==> config.mk <==
export PLATFORM = sky130hd
export DESIGN_NAME = bus_arbiter
export DESIGN_NICKNAME = d
export VERILOG_FILES = /design/src/rtl/bus_arbiter.sv
export SDC_FILE = /design/constraint.sdc
export NUM_CORES = 1
export LEC_CHECK = 0
export CAP_MARGIN = 20
export CORE_AREA = 2 2 199 201
export DETAILED_ROUTE_END_ITERATION = 10
export DIE_AREA = 0 0 201 203
export PLACE_DENSITY = 0.61
export SLEW_MARGIN = 20
export SYNTH_ARGS = -nofsm -noshare
export SYNTH_HDL_FRONTEND = slang
export SYNTH_SLANG_ARGS = --single-unit
==> constraint.sdc <==
create_clock -name clk -period 2.3 [get_ports clk]
set_input_delay 0.23 -clock clk [delete_from_list [all_inputs] [get_ports clk]]
set_output_delay 0.23 -clock clk [all_outputs]
set_load 0.05 [all_outputs]
==> src/rtl/bus_arbiter.sv <==
// Arbitrates an instruction-fetch port and a data port onto one unified bus.
// Data wins by default; a bounded data streak guarantees fetch progress.
package bus_arbiter_pkg;
  typedef struct packed {
    logic        valid;
    logic [63:0] addr;
  } ibus_req_t;

  typedef struct packed {
    logic        data_ok;
    logic [31:0] data;
  } ibus_resp_t;

  typedef struct packed {
    logic        valid;
    logic [63:0] addr;
    logic [2:0]  size;
    logic [63:0] data;
    logic [7:0]  strobe;
  } dbus_req_t;

  typedef struct packed {
    logic        data_ok;
    logic [63:0] data;
  } dbus_resp_t;
endpackage

module bus_arbiter
  import bus_arbiter_pkg::*;
#(
  parameter int unsigned MAX_DSTREAK = 4,
  parameter logic [2:0]  ISIZE       = 3'b010
) (
  input  logic        clk,
  input  logic        reset,
  input  ibus_req_t   ireq,
  output ibus_resp_t  iresp,
  input  dbus_req_t   dreq,
  output dbus_resp_t  dresp,
  output logic        creq_valid,
  output logic [63:0] creq_addr,
  output logic [2:0]  creq_size,
  output logic [63:0] creq_data,
  output logic [7:0]  creq_strobe,
  input  logic        cresp_ok,
  input  logic [63:0] cresp_data
);

  typedef enum logic [2:0] {
    IDLE,
    IBUSY,
    DBUSY,
    IRESP,
    DRESP
  } state_t;

  localparam logic [2:0] DSTREAK_MAX = 3'(MAX_DSTREAK);

  state_t      state_q, state_d;
  logic [2:0]  dstreak;
  logic [63:0] lat_addr;
  logic [2:0]  lat_size;
  logic [63:0] lat_data;
  logic [7:0]  lat_strobe;
  logic [63:0] rdata;
  logic        igrant, dgrant;
  logic        streak_full;
  logic        busy;

  assign streak_full = (dstreak >= DSTREAK_MAX);
  assign busy        = (state_q == IBUSY) || (state_q == DBUSY);

  // NOTE: every signal written here gets a default first, so no path leaves it unassigned and no latch is inferred.
  always_comb begin
    state_d = state_q;
    igrant  = 1'b0;
    dgrant  = 1'b0;
    case (state_q)
      IDLE: begin
        if (ireq.valid && (!dreq.valid || streak_full)) begin
          igrant  = 1'b1;
          state_d = IBUSY;
        end else if (dreq.valid) begin
          dgrant  = 1'b1;
          state_d = DBUSY;
        end
      end
      IBUSY:   if (cresp_ok) state_d = IRESP;
      DBUSY:   if (cresp_ok) state_d = DRESP;
      IRESP,
      DRESP:   state_d = IDLE;
      default: state_d = IDLE;
    endcase
  end

  // NOTE: state uses non-blocking assignments so every register samples pre-edge values.
  always_ff @(posedge clk or negedge reset) begin
    if (!reset) begin
      state_q    <= IDLE;
      dstreak    <= '0;
      lat_addr   <= '0;
      lat_size   <= '0;
      lat_data   <= '0;
      lat_strobe <= '0;
      rdata      <= '0;
    end else begin
      state_q <= state_d;
      if (igrant) begin
        lat_addr   <= ireq.addr;
        lat_size   <= ISIZE;
        lat_data   <= '0;
        lat_strobe <= '0;
        dstreak    <= '0;
      end else if (dgrant) begin
        lat_addr   <= dreq.addr;
        lat_size   <= dreq.size;
        lat_data   <= dreq.data;
        lat_strobe <= dreq.strobe;
        // Only streaks that actually starve a pending fetch count.
        if (ireq.valid && !streak_full) dstreak <= dstreak + 3'd1;
      end
      if (busy && cresp_ok) rdata <= cresp_data;
    end
  end

  always_comb begin
    creq_valid  = busy;
    creq_addr   = busy ? lat_addr   : '0;
    creq_size   = busy ? lat_size   : '0;
    creq_data   = busy ? lat_data   : '0;
    creq_strobe = busy ? lat_strobe : '0;
  end

  always_comb begin
    iresp = '0;
    dresp = '0;
    if (state_q == IRESP) begin
      iresp.data_ok = 1'b1;
      iresp.data    = lat_addr[2] ? rdata[63:32] : rdata[31:0];
    end
    if (state_q == DRESP) begin
      dresp.data_ok = 1'b1;
      dresp.data    = rdata;
    end
  end

endmodule

==> run_results.csv <==
group,metric,value,unit
run_status,status,"finished, final reports clean",
logic_synthesis,synth-seq-cells,209,
worst_setup_path,timing.critical_path.from_type,"flop",
timing,final_max_slew_viol_count,0,
timing,final_worst_path_setup_slack,0.0111,ns
cts,insertion_delay,0.54,ns
grt,globalRouteTotalUtil,0.203,
cts,cts_root_buffer,"clkbuf_16",
place,gpl.final_weighted_congestion,0.851,
die,die_area,0.0408,mm2
timing,fin_worst_skew,0.0122,ns
logic_synthesis,dominantRegCellSynth,"dfrtp_1",
worst_setup_path,path_max_fanout,40,
logic_synthesis,synthSimpleGateAreaFrac,0.176,
die,core,0.0385,mm2
finish,mostFrequentLayoutCell,"clkdlybuf4s50_1",
logic_synthesis,synth_adder_area_share,0.00120,
logic_synthesis,synthesis.area,0.0105,mm2
route,finalWirelength,42200,um
timing,finalWorstPathRequiredPeriod,2.29,ns
logic_synthesis,muxShareOfSynthArea,0.0995,
place,post_detail_place_hpwl,28900,um
route,detailed_route_iter0_violations,562,
worst_setup_path,timing.critical_path.mode_cell,"buf_12",
finish,layout.nets,1753,
timing,rsz0062_at_grt,"yes",
worst_setup_path,crit_path_end_kind,"output port",
logic_synthesis,main_combinational_cell_family_by_area_after_synthesis,"simple AND/OR/NAND/NOR gates",
worst_setup_path,worstPathArrival,2.06,ns
die,initial_core_util,0.272,
timing,finalSetupViolCount,0,
pwr,p_leak,8.19,nW
finish,layout.cells.non_filler,2020,
timing,worst-slew-pin-transition,0.747,ns
route,drc,0,
logic_synthesis,synth_cells,1010,
worst_setup_path,critPathKind,"flop to output port",
timing,max_slew_margin,0.502,
route,drt_pass1_iterations,5,
route,postRouteAntennaNets,0,
logic_synthesis,synthesis.yosys.warnings,0,
grt,grt_max_degree,78,
place,io_buffer_count,509,
finish,drive_gt1_frac,0.303,
cts,cts_htree_levels,1,
pwr,max-vdd-ir-drop,0.865,mV
logic_synthesis,synth_seq_area_share,0.500,
finish,area_grow_syn2layout,88.7,%
grt,first_global_vias,10400,
run,timing.max_cap.violations,0,
place,pre_cts_ws,0.301,ns
timing,finalHoldWorstSlack,0.244,ns
die,floorplan.die.height,203,um
route,wl_per_cell,20.9,um
logic_synthesis,synth.area.top_cells,"dfrtp_1, and2_1, mux2_2",
logic_synthesis,synth.top_cell.area_share,0.500,
timing,number_of_failing_hold_endpoints_at_the_final_stage,0,
finish,final_util,0.513,
worst_setup_path,timing.critical_path.cells,"xnor2_4, nor2_4, buf_12, buf_16, and2_1, buf_12",
worst_setup_path,crit_path_top_delay_cell,"dfrtp_2",
cts,cts_tree,"built",
worst_setup_path,cp_top_family,"buffers and inverters",
logic_synthesis,postSynthAreaPerCell,10.4,um2
timing,max_freq,0.437,GHz
cts,cts-root-to-sink-buffers,3,
die,ios,510,
logic_synthesis,synth_enable_flop_cells,0,
cts,tritoncts_num_sinks,209,
grt,initial_antenna_violation_count,1,
worst_hold_path,hold_path.class,"input pin to asynchronous set/reset pin",
grt,grt_overflow_total,0,
finish,mostFrequentLayoutCells,"clkdlybuf4s50_1, buf_12, dfrtp_1, and2_1, a22o_1",
logic_synthesis,synth_compound_area_frac,0.175,
timing,finalCritPeriodShare,0.995,
worst_setup_path,critical_path_required,2.07,ns
logic_synthesis,synthXorXnorAreaFrac,0.000837,
die,rows,72,
route,detailed_route_vias_per_instance,4.86,
worst_setup_path,cp_num_buf_inv,3,
cts,path_clk_slew,0.06,ns
route,dr_total_vias,9823,
worst_setup_path,critical-path-max-stage-delay,0.47,ns
logic_synthesis,synth.net_count,1283,
die,die_w,201,um
logic_synthesis,post-synth-top-area-cell,"dfrtp_1",
pwr,p_per_area,1630,mW/mm2
place,dp.cells,1962,
cts,tritoncts.num_buffers,26,
logic_synthesis,postSynth.asyncResetShare,1.00,
grt,grt_pass1_wl,64900,um
logic_synthesis,netlist-cell-type-count,34,
timing,totalNegativeSetupSlack,0,ns
[per-layer routing]
| metal | GRT usage | wire, um | vias up |
|---|---|---|---|
| li1 | - | - | 4528 |
| met1 | 0.256 | 17200 | 4817 |
| met2 | 0.335 | 20200 | 421 |
| met3 | 0.0676 | 3870 | 57 |
| met4 | 0.0497 | 958 | 0 |
| met5 | 0 | 0 | - |
[registers in the layout, indices dropped and copies added, names as in the netlist]
signal	flops
lat_size	3
lat_data	64
lat_addr	64
rdata	64
dstreak	3
lat_strobe	8
state_q	3
[report_power, final]
group	total [mW]	internal [mW]	switching, mW
Clock	4.20	2.51	1.69
Sequential	6.53	5.43	1.09
Combinational	21.4	10.0	11.4
Total	32.1	18.0	14.1
[timing repair]
item,CTS,global route
endpoints found under the setup margin,202,202
hold buffers,1,0
buffers inserted,6,0
cloned,2,0
pin swaps,3,12
endpoints found under the hold margin,55,0
resized for setup,12,51
[final timing paths]
| path | from | endpoint | slack (ns) | cells after the start |
|---|---|---|---|---|
| worst max register to register | state_q[1]$_DFFE_PN0P_ | lat_addr[52]$_DFFE_PN0P_ | 0.28 | 5 |
| worst max-delay path | state_q[1]$_DFFE_PN0P_ | creq_data[40] | 0.01 | 6 |
| max in group asynchronous | reset | lat_data[53]$_DFFE_PN0P_ | 1.39 | 3 |
| worst min register to register | dstreak[0]$_DFFE_PN0P_ | dstreak[0]$_DFFE_PN0P_ | 0.49 | 1 |
| min in group clk | dreq[73] | lat_size[1]$_DFFE_PN0P_ | 0.25 | 3 |
| worst min-delay path | reset | lat_addr[30]$_DFFE_PN0P_ | 0.24 | 2 |
[worst register-to-register path, cell delays in order (launching register included)]
cell and delay, ns:
dfrtp_2 0.47, buf_4 0.18, or3_4 0.38, or2_4 0.30
buf_12 0.21, o31ai_1 0.37
[area by class of cell]
| cell class | instances | area (um2) |
|---|---|---|
| clock buffer | 39 | 801 |
| antenna | 2 | 5.00 |
| tap | 518 | 648 |
| clock inverter | 9 | 80.1 |
| multi-input combinational | 692 | 4930 |
| fill | 3364 | 18700 |
| timing repair buffer | 547 | 8030 |
| sequential | 209 | 5240 |
| inverter | 4 | 15.0 |
[synthesized netlist by cell type (2+ instances only)]
cell type and number:
and2_1 202, a21oi_1 64, buf_4 2, a22o_1 75, clkbuf_1 77, nand3_1 2, mux2i_1 32, nand2_1 3
o31ai_1 64, buf_2 14, o21ai_0 68, nor2_1 35, mux2_2 64, nor3_1 66, inv_1 3, nor2b_1 2
buf_6 9, buf_1 3, dfrtp_1 209, nor3b_1 2
[stage by stage]
stage	total power, mW	instance area [um2]
floorplan	17.3	10500
global placement	26.9	18600
detailed placement	27.1	18600
CTS	32.1	19600
global route	33.7	19700
finish	32.1	19700
[kinds of logic after synthesis]
family / after synthesis
compound gates: 275
xor+xnor: 1
fa+ha+maj: 1
buf+inv: 109
flops: 209
mux: 96
simple gates: 319
(Power assumes the default switching activity.)
